File: src/rtl/request_scheduler.sv
// -----------------------------------------------------------------------------
// request_scheduler
//
// Upstream stage of the elevator movement controller. Cabin (interior) and hall
// (exterior) button presses are latched into a pending-floor bitmap. A SCAN
// (keep-direction) policy, evaluated against the floor reported back by the
// movement stage, selects one target floor and a direction. A pending bit is
// cleared when the movement stage signals arrival at that floor.
//
// Optional feature: define HOME_RETURN_EN to build an idle counter that parks
// the cabin at HOME_FLOOR after HOME_TIMEOUT idle cycles. Without the macro no
// counter exists and the cabin stays at its last floor indefinitely.
//
// Parameters
//   NUM_FLOORS    number of floors served (2..8)
//   FLOOR_W       floor index width
//   HOME_FLOOR    parking floor for the home-return feature
//   HOME_TIMEOUT  idle cycles before home return (HOME_RETURN_EN only)
//
// Ports
//   CLK             in   system clock, rising edge
//   RST             in   synchronous reset, active-high
//   interior_panel  in   floor index of a cabin button press
//   interior_valid  in   1-cycle strobe qualifying interior_panel
//   exterior_panel  in   floor index of a hall button press
//   exterior_valid  in   1-cycle strobe qualifying exterior_panel
//   current_floor   in   floor the cabin is at / passing
//   arrived         in   1-cycle pulse: cabin stopped at current_floor
//   target_floor    out  floor the movement stage must go to
//   target_valid    out  a request is pending
//   direction       out  00 idle, 01 up, 10 down
//   pending         out  registered request bitmap, bit i = floor i
// -----------------------------------------------------------------------------
module request_scheduler #(
    parameter int NUM_FLOORS   = 8,
    parameter int FLOOR_W      = 3,
    parameter int HOME_FLOOR   = 0,
    parameter int HOME_TIMEOUT = 1000
) (
    input  logic                  CLK,
    input  logic                  RST,
    input  logic [FLOOR_W-1:0]    interior_panel,
    input  logic                  interior_valid,
    input  logic [FLOOR_W-1:0]    exterior_panel,
    input  logic                  exterior_valid,
    input  logic [FLOOR_W-1:0]    current_floor,
    input  logic                  arrived,
    output logic [FLOOR_W-1:0]    target_floor,
    output logic                  target_valid,
    output logic [1:0]            direction,
    output logic [NUM_FLOORS-1:0] pending
);

    typedef enum logic [1:0] {
        ST_IDLE = 2'b00,
        ST_UP   = 2'b01,
        ST_DOWN = 2'b10
    } state_t;

    // Lowest set bit of a floor mask (0 when the mask is empty).
    function automatic logic [FLOOR_W-1:0] lowest_floor(input logic [NUM_FLOORS-1:0] m);
        lowest_floor = '0;
        for (int i = NUM_FLOORS - 1; i >= 0; i--) begin
            if (m[i]) lowest_floor = FLOOR_W'(i);
        end
    endfunction

    // Highest set bit of a floor mask (0 when the mask is empty).
    function automatic logic [FLOOR_W-1:0] highest_floor(input logic [NUM_FLOORS-1:0] m);
        highest_floor = '0;
        for (int i = 0; i < NUM_FLOORS; i++) begin
            if (m[i]) highest_floor = FLOOR_W'(i);
        end
    endfunction

    state_t                  state_q;
    logic [FLOOR_W-1:0]      target_q;
    logic                    valid_q;
    logic [1:0]              dir_q;
    logic [NUM_FLOORS-1:0]   pending_q;
    logic [NUM_FLOORS-1:0]   pending_d;

    logic [NUM_FLOORS-1:0]   set_vec;
    logic [NUM_FLOORS-1:0]   clr_vec;
    logic [NUM_FLOORS-1:0]   up_mask;
    logic [NUM_FLOORS-1:0]   dn_mask;
    logic                    up_any;
    logic                    dn_any;
    logic [FLOOR_W-1:0]      up_tgt;
    logic [FLOOR_W-1:0]      dn_tgt;
    logic                    home_set;

`ifdef HOME_RETURN_EN
    localparam int CNT_W = (HOME_TIMEOUT > 1) ? $clog2(HOME_TIMEOUT + 1) : 1;

    logic [CNT_W-1:0] idle_cnt_q;
    logic [CNT_W-1:0] idle_cnt_d;
    logic             idle_cond;

    // The counter only runs while the cabin is parked away from home with
    // nothing to do; any activity (or leaving that situation) restarts it.
    always_comb begin
        idle_cond  = (state_q == ST_IDLE) && (pending_q == '0) &&
                     (current_floor != FLOOR_W'(HOME_FLOOR)) &&
                     !(interior_valid || exterior_valid || arrived);
        home_set   = idle_cond && (idle_cnt_q == CNT_W'(HOME_TIMEOUT - 1));
        idle_cnt_d = '0;
        if (idle_cond && !home_set) idle_cnt_d = idle_cnt_q + CNT_W'(1);
    end

    always_ff @(posedge CLK) begin
        if (RST) idle_cnt_q <= '0;
        else     idle_cnt_q <= idle_cnt_d;
    end
`else
    assign home_set = 1'b0;
`endif

    // Request capture and clear. Indices at or above NUM_FLOORS never match the
    // loop and are therefore dropped. The clear is applied last so a press for
    // the floor being arrived at counts as already served.
    always_comb begin
        set_vec = '0;
        clr_vec = '0;
        for (int i = 0; i < NUM_FLOORS; i++) begin
            if (interior_valid && (interior_panel == FLOOR_W'(i))) set_vec[i] = 1'b1;
            if (exterior_valid && (exterior_panel == FLOOR_W'(i))) set_vec[i] = 1'b1;
            if (arrived && (current_floor == FLOOR_W'(i)))         clr_vec[i] = 1'b1;
        end
        if (home_set) set_vec[HOME_FLOOR] = 1'b1;
        pending_d = (pending_q | set_vec) & ~clr_vec;
    end

    always_ff @(posedge CLK) begin
        if (RST) pending_q <= '0;
        else     pending_q <= pending_d;
    end

    // Split the registered bitmap around the current floor. The current floor
    // itself belongs to both halves so a request there is served in either
    // sweep direction.
    always_comb begin
        up_mask = '0;
        dn_mask = '0;
        for (int i = 0; i < NUM_FLOORS; i++) begin
            up_mask[i] = pending_q[i] && (FLOOR_W'(i) >= current_floor);
            dn_mask[i] = pending_q[i] && (FLOOR_W'(i) <= current_floor);
        end
        up_any = |up_mask;
        dn_any = |dn_mask;
        up_tgt = lowest_floor(up_mask);
        dn_tgt = highest_floor(dn_mask);
    end

    // SCAN policy: keep the current direction while requests remain ahead,
    // otherwise reverse, otherwise go idle. Outputs are registered alongside
    // the state, so they follow the bitmap with one cycle of latency.
    always_ff @(posedge CLK) begin
        if (RST) begin
            state_q  <= ST_IDLE;
            target_q <= '0;
            valid_q  <= 1'b0;
            dir_q    <= 2'b00;
        end else begin
            valid_q <= (pending_q != '0);
            unique case (state_q)
                ST_IDLE, ST_UP: begin
                    if (up_any) begin
                        state_q  <= ST_UP;
                        target_q <= up_tgt;
                        dir_q    <= 2'b01;
                    end else if (dn_any) begin
                        state_q  <= ST_DOWN;
                        target_q <= dn_tgt;
                        dir_q    <= 2'b10;
                    end else begin
                        state_q  <= ST_IDLE;
                        dir_q    <= 2'b00;
                    end
                end
                ST_DOWN: begin
                    if (dn_any) begin
                        state_q  <= ST_DOWN;
                        target_q <= dn_tgt;
                        dir_q    <= 2'b10;
                    end else if (up_any) begin
                        state_q  <= ST_UP;
                        target_q <= up_tgt;
                        dir_q    <= 2'b01;
                    end else begin
                        state_q  <= ST_IDLE;
                        dir_q    <= 2'b00;
                    end
                end
                default: begin
                    state_q <= ST_IDLE;
                    dir_q   <= 2'b00;
                end
            endcase
        end
    end

    assign target_floor = target_q;
    assign target_valid = valid_q;
    assign direction    = dir_q;
    assign pending      = pending_q;

endmodule

File: config.mk
export PLATFORM = sky130hd
export DESIGN_NAME = request_scheduler
export DESIGN_NICKNAME = d
export VERILOG_FILES = /design/src/rtl/request_scheduler.sv
export SDC_FILE = /design/constraint.sdc
export NUM_CORES = 1
export LEC_CHECK = 0
export CAP_MARGIN = 0
export CORE_UTILIZATION = 30
export DETAILED_ROUTE_END_ITERATION = 8
export PLACE_DENSITY = 0.61
export SYNTH_ARGS = -nofsm -noshare
export SYNTH_HDL_FRONTEND = slang
export SYNTH_SLANG_ARGS = --single-unit
File: constraint.sdc
create_clock -name CLK -period 4.6 [get_ports CLK]
set_clock_uncertainty 0.05 [all_clocks]
set_input_delay 0.92 -clock CLK [delete_from_list [all_inputs] [get_ports CLK]]
set_output_delay 0.92 -clock CLK [all_outputs]
set_load 0.05 [all_outputs]
# [Word-level counts from Yosys, hierarchy flattened]
# Index checks and enable logic that the tools add are counted.
[word_totals] reg_bits=14 input_bits=14 output_inout_bits=14 elab_cells=147
[classes] n_lt_le_gt_ge=16 eq_ne=25 muxes=49 bitwise_logic=3 n_reduce_logical=50
[op_table] cell="3-bit 2-to-1 mux" n=18
[op_table] cell="1-bit logical AND" n=40
[op_table] cell="3-bit == test, second input constant" n=12
[op_table] cell="1-bit 2-to-1 mux" n=26
[op_table] cell="3-bit by 2-bit == test with 1-bit output, second input constant" n=6
[op_table] cell="8-bit OR reduction" n=2
[op_table] cell="3-bit greater-or-equal comparator, first input constant" n=4
[op_table] cell="3-bit less-or-equal comparator, first input constant" n=4
[op_table] cell="3-bit by 1-bit == test with 1-bit output, second input constant" n=3
[op_table] cell="3-bit zero test" n=3
[op_table] cell="8-bit AND" n=1
[op_table] cell="8-bit inverter" n=1
[op_table] cell="8-bit OR" n=1
[op_table] cell="8-bit nonzero test" n=1
[op_table] cell="1-bit by 3-bit greater-or-equal comparator with 1-bit output, first input constant" n=2
[op_table] cell="2-bit by 3-bit greater-or-equal comparator with 1-bit output, first input constant" n=2
[op_table] cell="1-bit by 3-bit less-or-equal comparator with 1-bit output, first input constant" n=2
[op_table] cell="2-bit by 3-bit less-or-equal comparator with 1-bit output, first input constant" n=2
[op_table] cell="2-bit 2-to-1 mux" n=3
[op_table] cell="3-bit inequality test, second input constant" n=2
[op_table] cell="3-bit case mux with 2 select lines" n=1
[op_table] cell="2-bit case mux with 2 select lines" n=1
[op_table] cell="3-bit AND reduction" n=1
[op_table] cell="2-bit by 1-bit == test with 1-bit output, second input constant" n=1
[op_table] cell="4 further kinds" n=4

# [Logic depth before layout (Yosys ltp)]
# Gate-level depths: netlist (run 1).
[logic_depth] depth_word=13 ltp_mapped=8 ltp_nobuf=6

# [Worst setup path before layout (run 1)]
# No wires, ideal clock.
[synth_path] path_type="input -> register" startpoint="input port current_floor[1]" endpoint="register target_q[0] (netlist: target_floor[0])" t_arrival_ns=2.390 required_ns=4.492 path_slack_ns=2.102 stages=8 n_path_buf=2 cell_sequence="buf_6 > buf_4 > nand3_1 > a221oi_2 > nand3_1 > mux2_2 > a2111oi_4 > a311o_2"
[synth_via] elab_chain_cells=13
[synth_lines] item="start, declared" line="46" rtl="input logic [FLOOR_W-1:0] current_floor,"
[synth_lines] item="3-bit greater-or-equal comparator" line="146" rtl="up_mask[i] = pending_q[i] && (FLOOR_W'(i) >= current_floor);"
[synth_lines] item="1-bit logical AND" line="146"
[synth_lines] item="3-bit 2-to-1 mux (8 in a row)" line="64" rtl="if (m[i]) lowest_floor = FLOOR_W'(i);"
[synth_lines] item="3-bit 2-to-1 mux" line="186" rtl="end else if (up_any) begin"
[synth_lines] item="3-bit 2-to-1 mux" line="182" rtl="if (dn_any) begin"
[synth_lines] item="3-bit case mux with 2 select lines" line="166" rtl="unique case (state_q)"
[synth_lines] item="end signal, assigned" line="170" rtl="target_q <= up_tgt;"
[synth_lines] item="end signal, assigned" line="184" rtl="target_q <= dn_tgt;"
[synth_lines] item="end signal, assigned" line="188" rtl="target_q <= up_tgt;"
[synth_lines] item="end, declared" line="77" rtl="logic [FLOOR_W-1:0] target_q;"
# Parallel ways exist; a longest one is shown, timed or not. The select of a mux whose other input is x is not followed.
# A chain may end at the register's enable or synchronous reset.

# [Final worst setup path (run 1)]
# Same ends and word-level chain as after synthesis.

==> reports/results.tsv, run 1 <==
metric	value	unit
status	complete, no violations	
dieHeight	60.7	microns
core	3150	sq um
globalplace.congestion	0.832	
clkSlewWorstSetupHoldPaths	80	ps
grt-ovfl-total	0	
p_per_area	297	nW/um^2
grt_pass1_wl	4.53	mm
viasPerCell	5.61	
ir_drop	0.156	mV
yosys_register_bits	14	
syn_area	1030	sq um
setup_viol	0	
critPathLaunch	current_floor[1]	
end_kind	register	
die_w	60.7	microns
start_util	0.328	
track_usage	0.168	
placed_area	1310	sq um
io_pins	28	
crit_path_max_incr_delay	800	ps
drtPass1Iterations	4	
finalCriticalPeriod	3140	ps
routed_wl	2.76	mm
cts_num_sinks	14	
vias	1156	
rsz0062_at_grt	false	
critPathCapture	target_floor[0]	
dp_hpwl	2.11	mm
synth_cells	137	
regArea	280	sq um
clock_path_buffers	2	
wire_per_inst	13.4	microns
tns	0	ps
synth.avg_cell_area	7.55	sq um
r2r-start	pending[2]	
slew_headroom	0.570	
syn2layout_area_growth	30.5	%
synthXorXnorAreaFrac	0	
cts_buffers	3	
startpoint_type	input pin	
drc_errors	0	
ys_seq_area_frac	0.271	
drv_cap	0	
worstSetupPathType	input pin to register	
nFillCells	342	
cts.repair.resized	0	
final_hold_viol_count	0	
cp_max_fo	17	
ant_nets	0	
critPathSlowestCell	clkdlybuf4s50_1	
timing.rr.end	target_floor[0]	
syn_nets	151	
synth-compound-area-share	0.336	
tightest_slew	642	ps
cts_root_buffer	clkbuf_4	
yosysUniqueCellTypes	39	
drt_iter0_drc	41	
synth_fa_ha_area_frac	0	
fp.dieArea	3690	sq um
rrSetupSlack	2530	ps
fmax	318	MHz
clkLatencyLatePin	290	ps
io_buffer_count	27	
rr_worst_depth	6	
cts_setup_buffers	0	
cts_tree	built	
cp_cell_sequence	clkdlybuf4s50_1 -> a21boi_0 -> o21ai_0 -> nand3_1 -> mux2_2 -> a2111oi_4 -> a311o_2	
drive_gt1_frac	0.0556	
grt_pass1_vias	1026	
synthMuxAreaShare	0.0218	
synth_warnings	0	
n_antenna_cell	0	
num-nets-final	177	
grt_max_degree	21	
fin_area	1350	sq um
worstHoldPathType	register to register	
finalCritPeriodShare	0.683	
hold_buffers	0	
arrival	3330	ps
cts_htree_levels	1	
antenna_found_initial	0	
leakage	0.000439	uW
multi_input_area	697	sq um
required	4790	ps
rows	20	
synth_top_family_by_area	compound AO/OA/AOI/OAI gates	
drv_slew	0	
synthSimpleGateAreaFrac	0.316	
==> placed cells by master, fill, tap and decap left out, drive strengths merged, types with 2 or more instances in the layout <==
cell type,synthesis,routed
a21oi,6,6
clkbuf,1,4
o211ai,2,2
nand2,15,15
o31ai,2,2
nand3,2,2
a22oi,3,3
clkdlybuf4s50,0,27
a31oi,2,2
nor2b,3,3
nor3b,7,7
inv,3,3
a211oi,4,4
nand2b,6,6
o21ai,10,10
a311oi,4,4
dfxtp,14,14
mux2,2,2
nor3,11,11
nor2,15,15
o22ai,5,5
==> worst max-delay path: cells and delay by family <==
kind,cells,cell delay (ps)
AND/OR/NAND/NOR,1,180
AO/OA/AOI/OAI,4,1090
buffers and inverters,1,800
multiplexers,1,330
==> power breakdown <==
group | leakage [uW] | switching (uW) | total (uW) | internal [uW]
Combinational | 0.000303 | 99.7 | 164 | 64.1
Clock | 0.0000210 | 41.3 | 89.6 | 48.3
Sequential | 0.000115 | 14.5 | 148 | 134
==> layer usage <==
metal | wire length [microns] | up-vias | track usage
li1 | - | 578 | -
met1 | 1280 | 538 | 0.212
met2 | 1280 | 36 | 0.267
met3 | 172 | 4 | 0.0576
met4 | 25 | 0 | 0.0584
met5 | 0 | - | 0
==> kinds of logic after synthesis <==
family | after synthesis
AO/OA/AOI/OAI | 47
multiplexers | 2
flip-flops | 14
AND/OR/NAND/NOR | 65
buffers and inverters | 9
==> through the flow <==
stage	setup slack, ps	utilization	hold WS, ps	std cells	power (uW)
2_1_floorplan	2100	-	661	137	262
3_3_place_gp	1230	0.417	466	202	314
3_5_place_dp	1160	0.417	467	202	315
4_1_cts	1470	0.428	479	206	405
5_1_grt	1230	0.428	531	206	428
6_report	1460	0.428	468	206	402
==> cell usage after synthesis <==
library cell | number | share of area
nand2_1 | 15 | 0.054
nor2_1 | 15 | 0.054
dfxtp_1 | 14 | 0.27
nor3_1 | 11 | 0.053
o21ai_0 | 9 | 0.044
nor3b_1 | 7 | 0.051
a21oi_1 | 6 | 0.029
nand2b_1 | 6 | 0.036
o22ai_1 | 5 | 0.030
a211oi_1 | 4 | 0.029
a311oi_1 | 4 | 0.034
a22oi_1 | 3 | 0.022
inv_1 | 3 | 0.011
nor2b_1 | 3 | 0.018
a31oi_1 | 2 | 0.012
buf_4 | 2 | 0.015
buf_6 | 2 | 0.022
mux2_2 | 2 | 0.022
nand3_1 | 2 | 0.0097
o211ai_1 | 2 | 0.015
o31ai_1 | 2 | 0.015
a2111oi_4 | 1 | 0.027
a21boi_0 | 1 | 0.0073
a221o_1 | 1 | 0.0097
a221oi_2 | 1 | 0.015
a2bb2oi_1 | 1 | 0.0085
a311o_2 | 1 | 0.011
a41oi_1 | 1 | 0.0085
and2_1 | 1 | 0.0060
and2b_1 | 1 | 0.0073
and3_1 | 1 | 0.0060
buf_2 | 1 | 0.0048
clkbuf_1 | 1 | 0.0036
nand3b_1 | 1 | 0.0073
nor4_1 | 1 | 0.0060
o21ai_1 | 1 | 0.0048
o31a_1 | 1 | 0.0085
o32ai_1 | 1 | 0.0085
or3_1 | 1 | 0.0060
==> state kept, by name (all words and copies together), names as in the netlist <==
name,count
pending,8
direction,2
target_floor,3
target_valid,1
==> final cells by class <==
cell class              instances  area share
inverters                       3     0.00834
clock buffers                   4      0.0269
well taps                      44      0.0408
repair buffers                 27       0.200
multi-input cells             114       0.516
flip-flops and latches         14       0.208
==> worst min path at each step <==
| stage | start | end | slack [ps] | depth (start not counted) |
|---|---|---|---|---|
| 6_report | target_floor[1] | target_floor[1] | 470 | 2 |
| 5_1_grt | target_floor[2] | target_floor[2] | 530 | 2 |
| 4_1_cts | target_floor[1] | target_floor[1] | 480 | 2 |
| 3_5_place_dp | target_floor[1] | target_floor[1] | 470 | 2 |
| 3_3_place_gp | target_floor[2] | target_floor[2] | 470 | 2 |
| 2_1_floorplan | target_floor[1] | target_floor[1] | 660 | 2 |
Power figures use the tool's default switching activity.
==> run 2, diff against run 1 <==
==> constraint.sdc (replaced) <==
create_clock -name CLK -period 3.3 [get_ports CLK]
set_clock_uncertainty 0.05 [all_clocks]
set_input_delay 0.66 -clock CLK [delete_from_list [all_inputs] [get_ports CLK]]
set_output_delay 0.66 -clock CLK [all_outputs]
set_load 0.05 [all_outputs]
==> run 2 against run 1 <==
  * Final cell count up 1.9%
  * Register-to-register slack worse by 1300 ps
  * Sequential cell count unchanged
  * Routed wire length rose by 0.80%
  * Critical path type unchanged
  * Utilization up 0.95 points
  * Global-route usage shrank 0.27 points
  * Critical endpoint unchanged
  * Sequential power rose by 40%
  * Worst setup slack got worse by 890 ps
==> reports/results.tsv, run 2 (same netlist as run 1, synthesis figures left out) <==
metric	value	unit
status	complete, no violations	
ir_drop	0.373	mV
globalplace.congestion	0.824	
end_kind	register	
cts_root_buffer	clkbuf_4	
die_w	60.7	microns
cts_setup_buffers	0	
rrSetupSlack	1240	ps
tightest_slew	623	ps
wire_per_inst	13.3	microns
grt_pass1_vias	1039	
placed_area	1340	sq um
fmax	366	MHz
leakage	0.000458	uW
track_usage	0.165	
hold_depth	2	
min_to	target_floor[1]	
vias	1143	
core	3150	sq um
layout_common_cells	clkdlybuf4s50_1, nand2_1, nor2_1	
intPower	348	uW
dp_hpwl	2.16	mm
drt_iter0_drc	36	
rsz0062_at_grt	false	
finalCriticalPeriod	2730	ps
p_switching	215	uW
nFillCells	331	
viasPerCell	5.44	
worstHoldPathType	register to register	
slew_headroom	0.583	
largest_register_ffs	8	
clock_path_buffers	2	
critical_path_depth	7	
grt_max_degree	16	
clkLatencyLatePin	270	ps
ant_nets	0	
drv_slew	0	
drtPass1Iterations	4	
arrival	2910	ps
hold_buffers	0	
clockPowerShare	0.216	
drv_cap	0	
r2r-start	pending[5]	
num-nets-final	181	
routed_wl	2.79	mm
cts_buffers	3	
finalCritPeriodShare	0.828	
fp.dieArea	3690	sq um
grt_pass1_wl	4.59	mm
io_buffer_count	27	
critPathSlowestCell	clkdlybuf4s50_1	
cts_tree	built	
start_util	0.328	
clkSlewWorstSetupHoldPaths	80	ps
syn2layout_area_growth	33.4	%
rows	20	
final_hold_viol_count	0	
p_per_area	408	nW/um^2
layout_commonest_cell	clkdlybuf4s50_1	
crit_path_max_incr_delay	670	ps
worstSetupPathType	input pin to register	
startpoint_type	input pin	
cts_htree_levels	1	
drive_gt1_frac	0.0783	
rr_worst_depth	6	
required	3480	ps
cts_num_sinks	14	
hold_start	target_floor[1]	
antenna_found_initial	0	
final_core_util	0.438	
grt-ovfl-total	0	
drc_errors	0	
combPwrFrac	0.417	
cp_cell_sequence	clkdlybuf4s50_1 -> a21boi_0 -> o21ai_0 -> nand3_1 -> mux2_2 -> a2111oi_4 -> a311o_2	
crit_family	compound AO/OA/AOI/OAI gates	
n_antenna_cell	0	
fin_area	1380	sq um
seq_power_share	0.367	
timing.rr.end	target_floor[0]	
swShare	0.382	
setup_viol	0	
worst-path-buf-inv	1	
cts.repair.resized	0	
io_pins	28	
dieHeight	60.7	microns
tns	0	ps
cp_max_fo	10	
-- run 2: layout make-up --
type / instances / area [sq um] / area share
clock buffers: 4 / 36.3 / 0.0263
inverters: 3 / 11.3 / 0.00816
multi-input cells: 114 / 697 / 0.505
flip-flops and latches: 14 / 280 / 0.203
well taps: 44 / 55.1 / 0.0399
repair buffers: 31 / 300 / 0.218
-- run 2: worst register-to-register path: cells and delay by family, from the launching register on --
kind	cells	cell delay, ps
flip-flops	1	400
AND/OR/NAND/NOR	2	400
AO/OA/AOI/OAI	3	840
multiplexers	1	330
-- run 2: per-layer routing --
metal,part of all wire,track usage
met5,0,0
met2,0.46,0.264
met3,0.044,0.0448
met4,0.0036,0.0422
met1,0.49,0.222
-- run 2: power by group through the flow --
| stage | clock [uW] | combinational [uW] | sequential (uW) |
|---|---|---|---|
| 6_report | 122 | 235 | 207 |
| 4_1_cts | 125 | 235 | 207 |
| 2_1_floorplan | 0 | 99.9 | 266 |
| 5_1_grt | 135 | 255 | 210 |
| 3_3_place_gp | 0 | 233 | 211 |
| 3_5_place_dp | 0 | 234 | 211 |
-- run 2: how the worst max path moves through the flow --
stage | slack, ps | start | endpoint
2_1_floorplan | 1060 | current_floor[1] | target_floor[0]
3_3_place_gp | 300 | current_floor[1] | target_floor[0]
3_5_place_dp | 300 | current_floor[1] | target_floor[0]
4_1_cts | 590 | current_floor[1] | target_floor[0]
5_1_grt | 390 | current_floor[1] | target_floor[0]
6_report | 570 | current_floor[1] | target_floor[0]
-- run 2: stage by stage --
step                      setup WS, ps  hold WS (ps)  power (uW)  instances
after floorplan                   1060           661         366        137
after global placement             302           462         444        206
after detailed placement           301           461         445        206
after CTS                          591           474         567        210
after global routing               389           533         600        210
final                              569           467         563        210
